`src/rtl/mem_pkg.sv`:
```
// Shared types and helpers for the data-memory access unit: op and state
// encodings, bus widths, and the byte-enable / store-replication / alignment
// rules used when a request is accepted.
package mem_pkg;

  localparam int ADDR_W = 32;
  localparam int DATA_W = 32;
  localparam int BE_W   = 4;

  typedef enum logic [2:0] {
    OP_LB  = 3'd0,
    OP_LBU = 3'd1,
    OP_LH  = 3'd2,
    OP_LHU = 3'd3,
    OP_LW  = 3'd4,
    OP_SB  = 3'd5,
    OP_SH  = 3'd6,
    OP_SW  = 3'd7
  } mem_op_e;

  typedef enum logic [1:0] {
    ST_IDLE = 2'd0,
    ST_REQ  = 2'd1,
    ST_WAIT = 2'd2,
    ST_RESP = 2'd3
  } mau_state_e;

  // Stores are the three highest encodings.
  function automatic logic op_is_store(input mem_op_e op);
    logic res;
    case (op)
      OP_SB, OP_SH, OP_SW: res = 1'b1;
      default:             res = 1'b0;
    endcase
    return res;
  endfunction

  // Halfwords must sit on an even address, words on a multiple of four.
  function automatic logic op_misaligned(input mem_op_e op, input logic [1:0] addr_lo);
    logic res;
    case (op)
      OP_LH, OP_LHU, OP_SH: res = addr_lo[0];
      OP_LW, OP_SW:         res = (addr_lo != 2'b00);
      default:              res = 1'b0;
    endcase
    return res;
  endfunction

  // Byte-lane enables for an (assumed aligned) access.
  function automatic logic [BE_W-1:0] op_byte_en(input mem_op_e op, input logic [1:0] addr_lo);
    logic [BE_W-1:0] res;
    case (op)
      OP_LB, OP_LBU, OP_SB: res = 4'b0001 << addr_lo;
      OP_LH, OP_LHU, OP_SH: res = addr_lo[1] ? 4'b1100 : 4'b0011;
      default:              res = 4'b1111;
    endcase
    return res;
  endfunction

  // Replicate the right-justified store data into every lane it may land in;
  // loads drive no write data.
  function automatic logic [DATA_W-1:0] op_store_data(input mem_op_e op, input logic [DATA_W-1:0] wdata);
    logic [DATA_W-1:0] res;
    case (op)
      OP_SB:   res = {4{wdata[7:0]}};
      OP_SH:   res = {2{wdata[15:0]}};
      OP_SW:   res = wdata;
      default: res = 32'h0000_0000;
    endcase
    return res;
  endfunction

endpackage

```
`src/rtl/load_ext.sv`:
```
// Picks the addressed byte/halfword lane out of a read word and sign- or
// zero-extends it according to the load op.
module load_ext
  import mem_pkg::*;
(
  input  mem_op_e           op_i,
  input  logic [1:0]        addr_lo_i,
  input  logic [DATA_W-1:0] word_i,
  output logic [DATA_W-1:0] data_o
);

  logic [7:0]  byte_s;
  logic [15:0] half_s;

  // Lane selection by the low address bits.
  always_comb begin
    byte_s = 8'h00;
    case (addr_lo_i)
      2'd0:    byte_s = word_i[7:0];
      2'd1:    byte_s = word_i[15:8];
      2'd2:    byte_s = word_i[23:16];
      2'd3:    byte_s = word_i[31:24];
      default: byte_s = 8'h00;
    endcase
    if (addr_lo_i[1]) begin
      half_s = word_i[31:16];
    end else begin
      half_s = word_i[15:0];
    end
  end

  // Extension of the selected lane to a full register value.
  always_comb begin
    data_o = 32'h0000_0000;
    case (op_i)
      OP_LB:   data_o = {{24{byte_s[7]}}, byte_s};
      OP_LBU:  data_o = {24'h00_0000, byte_s};
      OP_LH:   data_o = {{16{half_s[15]}}, half_s};
      OP_LHU:  data_o = {16'h0000, half_s};
      OP_LW:   data_o = word_i;
      default: data_o = 32'h0000_0000;
    endcase
  end

endmodule

```
`src/rtl/mem_access_unit.sv`:
```
// M-stage data-memory access unit. Accepts one load/store at a time, stalls
// the pipeline while it owns the memory port, and returns a single-cycle
// response carrying the extended load data or a misalignment exception.
module mem_access_unit
  import mem_pkg::*;
(
  input  logic              clk,
  input  logic              reset,
  input  logic              req_valid,
  input  logic [2:0]        req_op,
  input  logic [ADDR_W-1:0] req_addr,
  input  logic [DATA_W-1:0] req_wdata,
  output logic              req_ready,
  output logic              stall,
  output logic              rsp_valid,
  output logic [DATA_W-1:0] rsp_rdata,
  output logic              rsp_exc,
  output logic              mem_req,
  output logic              mem_we,
  output logic [ADDR_W-1:0] mem_addr,
  output logic [BE_W-1:0]   mem_be,
  output logic [DATA_W-1:0] mem_wdata,
  input  logic              mem_gnt,
  input  logic              mem_rvalid,
  input  logic [DATA_W-1:0] mem_rdata
);

  mau_state_e        state_q, state_d;
  mem_op_e           op_q, op_d;
  logic [ADDR_W-1:0] addr_q, addr_d;
  logic [DATA_W-1:0] wdata_q, wdata_d;
  logic [BE_W-1:0]   be_q, be_d;
  logic              misalign_q, misalign_d;
  logic [DATA_W-1:0] rdata_q, rdata_d;

  mem_op_e           req_op_s;
  logic [DATA_W-1:0] ext_data_s;
  logic              in_req_s;
  logic              in_wait_s;
  logic              in_resp_s;

  assign req_op_s = mem_op_e'(req_op);

  load_ext u_load_ext (
    .op_i      (op_q),
    .addr_lo_i (addr_q[1:0]),
    .word_i    (mem_rdata),
    .data_o    (ext_data_s)
  );

  // State and transaction registers; reset wins over every other event.
  always_ff @(posedge clk) begin
    if (reset) begin
      state_q    <= ST_IDLE;
      op_q       <= OP_LB;
      addr_q     <= 32'h0000_0000;
      wdata_q    <= 32'h0000_0000;
      be_q       <= 4'b0000;
      misalign_q <= 1'b0;
      rdata_q    <= 32'h0000_0000;
    end else begin
      state_q    <= state_d;
      op_q       <= op_d;
      addr_q     <= addr_d;
      wdata_q    <= wdata_d;
      be_q       <= be_d;
      misalign_q <= misalign_d;
      rdata_q    <= rdata_d;
    end
  end

  // Next-state logic and request capture.
  always_comb begin
    state_d    = state_q;
    op_d       = op_q;
    addr_d     = addr_q;
    wdata_d    = wdata_q;
    be_d       = be_q;
    misalign_d = misalign_q;
    rdata_d    = rdata_q;
    case (state_q)
      ST_IDLE: begin
        if (req_valid) begin
          op_d       = req_op_s;
          addr_d     = req_addr;
          wdata_d    = op_store_data(req_op_s, req_wdata);
          be_d       = op_byte_en(req_op_s, req_addr[1:0]);
          misalign_d = op_misaligned(req_op_s, req_addr[1:0]);
          // Stores and exceptions respond with zero data.
          rdata_d    = 32'h0000_0000;
          if (op_misaligned(req_op_s, req_addr[1:0])) begin
            state_d = ST_RESP;
          end else begin
            state_d = ST_REQ;
          end
        end else begin
          state_d = ST_IDLE;
        end
      end
      ST_REQ: begin
        if (mem_gnt) begin
          if (op_is_store(op_q)) begin
            state_d = ST_RESP;
          end else begin
            state_d = ST_WAIT;
          end
        end else begin
          state_d = ST_REQ;
        end
      end
      ST_WAIT: begin
        if (mem_rvalid) begin
          rdata_d = ext_data_s;
          state_d = ST_RESP;
        end else begin
          state_d = ST_WAIT;
        end
      end
      ST_RESP: begin
        state_d = ST_IDLE;
      end
      default: begin
        state_d = ST_IDLE;
      end
    endcase
  end

  assign in_req_s  = (state_q == ST_REQ);
  assign in_wait_s = (state_q == ST_WAIT);
  assign in_resp_s = (state_q == ST_RESP);

  // Outputs decoded from registered state; memory strobes are quiet outside REQ.
  always_comb begin
    req_ready = (state_q == ST_IDLE);
    stall     = (req_valid & ~req_ready) | in_req_s | in_wait_s;
    rsp_valid = in_resp_s;
    rsp_exc   = in_resp_s & misalign_q;
    if (in_resp_s) begin
      rsp_rdata = rdata_q;
    end else begin
      rsp_rdata = 32'h0000_0000;
    end
    mem_req  = in_req_s;
    mem_we   = in_req_s & op_is_store(op_q);
    mem_addr = {addr_q[ADDR_W-1:2], 2'b00};
    if (in_req_s) begin
      mem_be    = be_q;
      mem_wdata = wdata_q;
    end else begin
      mem_be    = 4'b0000;
      mem_wdata = 32'h0000_0000;
    end
  end

endmodule

```
`config.mk`:
```
export PLATFORM = sky130hd
export DESIGN_NAME = mem_access_unit
export DESIGN_NICKNAME = d
export VERILOG_FILES = /design/src/rtl/mem_pkg.sv /design/src/rtl/load_ext.sv /design/src/rtl/mem_access_unit.sv
export SDC_FILE = /design/constraint.sdc
export NUM_CORES = 1
export LEC_CHECK = 0
export ABC_CLOCK_PERIOD_IN_PS = 1800
export BUFFER_PORTS_ARGS = -buffer_cell sky130_fd_sc_hd__clkbuf_2
export CAP_MARGIN = 20
export CORE_MARGIN = 3
export CORE_UTILIZATION = 45
export CTS_CLUSTER_SIZE = 40
export DETAILED_ROUTE_END_ITERATION = 7
export PLACE_DENSITY = 0.73
export SLEW_MARGIN = 10
export SYNTH_ARGS = -nofsm -noshare
export SYNTH_HDL_FRONTEND = slang
export SYNTH_SLANG_ARGS = --single-unit
```
`constraint.sdc`:
```
create_clock -name clk -period 1.8 [get_ports clk]
set_clock_uncertainty 0.2 [all_clocks]
set_input_delay 0.18 -clock clk [delete_from_list [all_inputs] [get_ports clk]]
set_output_delay 0.18 -clock clk [all_outputs]
set_load 0.1 [all_outputs]
```
==> flow_summary_export.csv <==
group,metric,value,unit
finish,final_cell_mix,"132 x clkbuf_2, 125 x nand2_1, 100 x dfxtp_1",
logic_synthesis,ys_types,44,
place,pre_cts_slack,-87.80,ps
clock_tree,clk_path_buf_depth,2,
timing,hold_violations,0,
finish,multi_input_area,0.003286,mm2
timing,max_clock_freq,525.3,MHz
finish,final_area,0.009462,mm2
route,via_per_inst,5.803,
route,drc,0,
route,routed-via-count,6366,
logic_synthesis,synth_top_family_by_area,"simple AND/OR/NAND/NOR gates",
floorplan,fp.dieH,117.2,um
route,wl_per_cell,20.16,um
pwr,power.switching,2.493,mW
critical_path,cp.arrival,1520,ps
floorplan,ios,210,
critical_path,reg2reg_depth,4,
timing,layout_setup_ws,-103.6,ps
critical_path,critical_path_buf_inv_count,3,
timing,period_needed,1904,ps
finish,diodes,0,
pwr,share_seq_of_total_power,37.4,%
critical_path,slowest_delay,380,ps
run_status,status,"complete, but fails checks",
floorplan,num_rows,39,
critical_path,reg2reg_slack,-90,ps
timing,fin_crit_sh,105.8,%
clock_tree,clock_latency,350,ps
critical_path,criticalPathCategory,"register to output pin",
pwr,power_density,724.5,mW/mm2
timing,tns,-5199,ps
floorplan,initial_core_util,47.32,%
critical_path,path_max_fanout,6,
place,gp_congestion,0.8282,
critical_path,cp_data_required_time,1420,ps
grt,grt.overflow.total,0,
finish,syn_to_final_growth,70.01,%
pwr,pwr-share-clk,28.3,%
grt,grt_pass1_wl,31140,um
logic_synthesis,async_reset_ff_share,0,%
logic_synthesis,synth_compound_area_share,22.89,%
min_path,whs_endpoint,"rdata_q[14]$_SDFFE_PP0P_",
floorplan,core_area,0.01176,mm2
pwr,total_power,6.855,mW
logic_synthesis,syn_avg_cell_area,8.077,um2
grt,grt_pass1_vias,6109,
clock_tree,clk_pin_slew,80,ps
min_path,holdPathStages,3,
critical_path,slowest_stage,"dfxtp_4",
logic_synthesis,synth_warnings,0,
grt,antenna_found_initial,0,
timing,rsz0062_at_grt,"true",
critical_path,start_kind,"register",
finish,final_common_cell,"clkbuf_2",
logic_synthesis,muxShareOfSynthArea,6.272,%
critical_path,end_kind,"output pin",
grt,grt_start_max_net_pins,37,
job,maxCapViolations,0,
place,port-buffer-count,207,
logic_synthesis,yosys_most_used_dff,"dfxtp_1",
pwr,power.leakage,3.903,nW
min_path,min_from,"mem_rdata[14]",
place,dp_hpwl,13050,um
pwr,p_int,4.362,mW
timing,tightest_slew,559.6,ps
pwr,power_frac_comb,34.4,%
finish,final_util,80.46,%
logic_synthesis,synth_area,0.005565,mm2
clock_tree,clockRootBuffer,"clkbuf_16",
route,drt_wl_total,22120,um
pwr,max-vdd-ir-drop,0.6799,mV
clock_tree,cts_buffers,9,
route,drt_first_pass_iters,6,
min_path,min_path_type,"input port to register",
timing,drv_slew,0,
logic_synthesis,synthCells,689,
finish,layout-drive-gt1-share,42.02,%
logic_synthesis,synth_xor_area_share,0.1574,%
critical_path,critPathTopFamily,"buffers and inverters",
logic_synthesis,synthAdderAreaFrac,0,%
logic_synthesis,synth_edf_count,0,
finish,fillerInstances,657,
floorplan,die_w,117.2,um
critical_path,worstPathCellList,"nor2b_4, buf_8, clkbuf_16, and2_4, buf_12",
route,drtAntennaViolNets,0,
critical_path,r2r_end,"rdata_q[14]$_SDFFE_PP0P_",
clock_tree,cts_tree,"yes",
finish,fin_nets,1032,
timing,slew_headroom,62.85,%
logic_synthesis,synth_seq_cells,106,
finish,register_area,0.002137,mm2
run_status,violations,"negative setup slack",
route,drt_iter0_drc,729,
pwr,netSwitchingFraction,36.36,%
place,placedInstanceArea,0.008030,mm2
floorplan,die_area,0.01374,mm2
grt,track_usage,28.71,%
clock_tree,cts_max_level,3,
logic_synthesis,ys_seq_area_share,38.13,%
critical_path,regToRegStartpoint,"addr_q[1]$_SDFFE_PP0P_",
clock_tree,cts_num_sinks,106,
logic_synthesis,synthSimpleGateAreaFrac,22.91,%
timing,setup-violations-final,88,
[power by group through the flow]
stage | combinational [mW] | clock, mW | sequential (mW)
4_1_cts | 2.12 | 1.94 | 2.55
2_1_floorplan | 1.39 | 0 | 2.58
3_5_place_dp | 1.91 | 0 | 2.60
5_1_grt | 2.46 | 2.02 | 2.57
6_report | 2.36 | 1.94 | 2.56
3_3_place_gp | 1.87 | 0 | 2.59
[per-stage QoR]
stage,hold WS (ps),instances
after floorplan,108.5,690
after global placement,202.6,1002
after detailed placement,209.7,1002
after CTS,11.38,1084
after global routing,42.67,1097
final,26.84,1097
[worst reg2reg max path: stages, from the launching register on]
cell and delay [ps]:
dfxtp_4 370, mux4_2 470, and3b_2 270, a221o_1 270
a22o_1 200
[repair_timing]
action,4_1_cts,5_1_grt
cloned,3,9
hold endpoints to repair,59,0
hold buffers,57,0
pin swaps,22,21
setup buffers,6,4
endpoints found under the setup margin,100,118
resized for setup,38,33
[synth_stat cells (all sizes together) (2+ instances only)]
| cell type | count | area [um2] |
|---|---|---|
| a22oi | 50 | 375.4 |
| nand3 | 4 | 20.02 |
| nor2 | 31 | 116.4 |
| clkbuf | 52 | 195.2 |
| o211ai | 2 | 15.01 |
| mux2i | 18 | 180.2 |
| a31oi | 9 | 56.30 |
| nor2b | 8 | 50.05 |
| and3 | 34 | 212.7 |
| a221oi | 17 | 148.9 |
| dfxtp | 106 | 2122 |
| buf | 44 | 311.5 |
| mux2 | 13 | 146.4 |
| a22o | 16 | 140.1 |
| a21oi | 62 | 310.3 |
| nand2b | 10 | 62.56 |
| o21ai | 4 | 20.02 |
| o221ai | 6 | 52.55 |
| and2 | 37 | 231.5 |
| nand2 | 125 | 469.2 |
| nor3b | 8 | 60.06 |
| inv | 7 | 26.28 |
| and3b | 2 | 17.52 |
| a221o | 7 | 70.07 |
[sequential cells by signal (all words and copies together) (netlist names)]
| name | count |
|---|---|
| wdata_q | 32 |
| addr_q | 32 |
| rdata_q | 32 |
| be_q | 4 |
| op_q | 3 |
| state_q | 2 |
| misalign_q | 1 |
[worst max path at each step]
stage | from | end | slack (ps) | cells after the start
floorplan | state_q[0]$_SDFF_PP0_ | mem_we | -190 | 3
global placement | addr_q[1]$_SDFFE_PP0P_ | rdata_q[14]$_SDFFE_PP0P_ | -50 | 4
detailed placement | addr_q[1]$_SDFFE_PP0P_ | rdata_q[27]$_SDFFE_PP0P_ | -90 | 5
CTS | addr_q[1]$_SDFFE_PP0P_ | rdata_q[14]$_SDFFE_PP0P_ | -80 | 4
global route | state_q[1]$_SDFF_PP0_ | mem_wdata[18] | -140 | 5
finish | state_q[1]$_SDFF_PP0_ | mem_wdata[6] | -100 | 5
[final cells by class]
cell class	count	share of cell area (%)
timing repair buffer	323	37.17
multi-input combinational	481	34.73
sequential	106	22.59
clock buffer	10	2.526
tap	164	2.169
clock inverter	6	0.5422
inverter	7	0.2777
[logic make-up after synthesis]
kind of cell	after synthesis
AOI/OAI and AO/OA	183
xor gates and xnor gates	1
buffers and inverters	103
DFF	106
muxes	32
other	1
and+or+nand+nor	263
[metal layers]
layer | vias to the layer above | routed length (um) | track usage, % | share of wire, %
li1 | 2881 | - | - | -
met4 | 0 | 901 | 12.23 | 4.1
met3 | 74 | 1883 | 6.838 | 8.5
met5 | - | 0 | 0 | 0
met1 | 3022 | 8356 | 34.94 | 38
met2 | 389 | 10970 | 48.45 | 50
No activity file was read; power rests on OpenSTA's default activity.
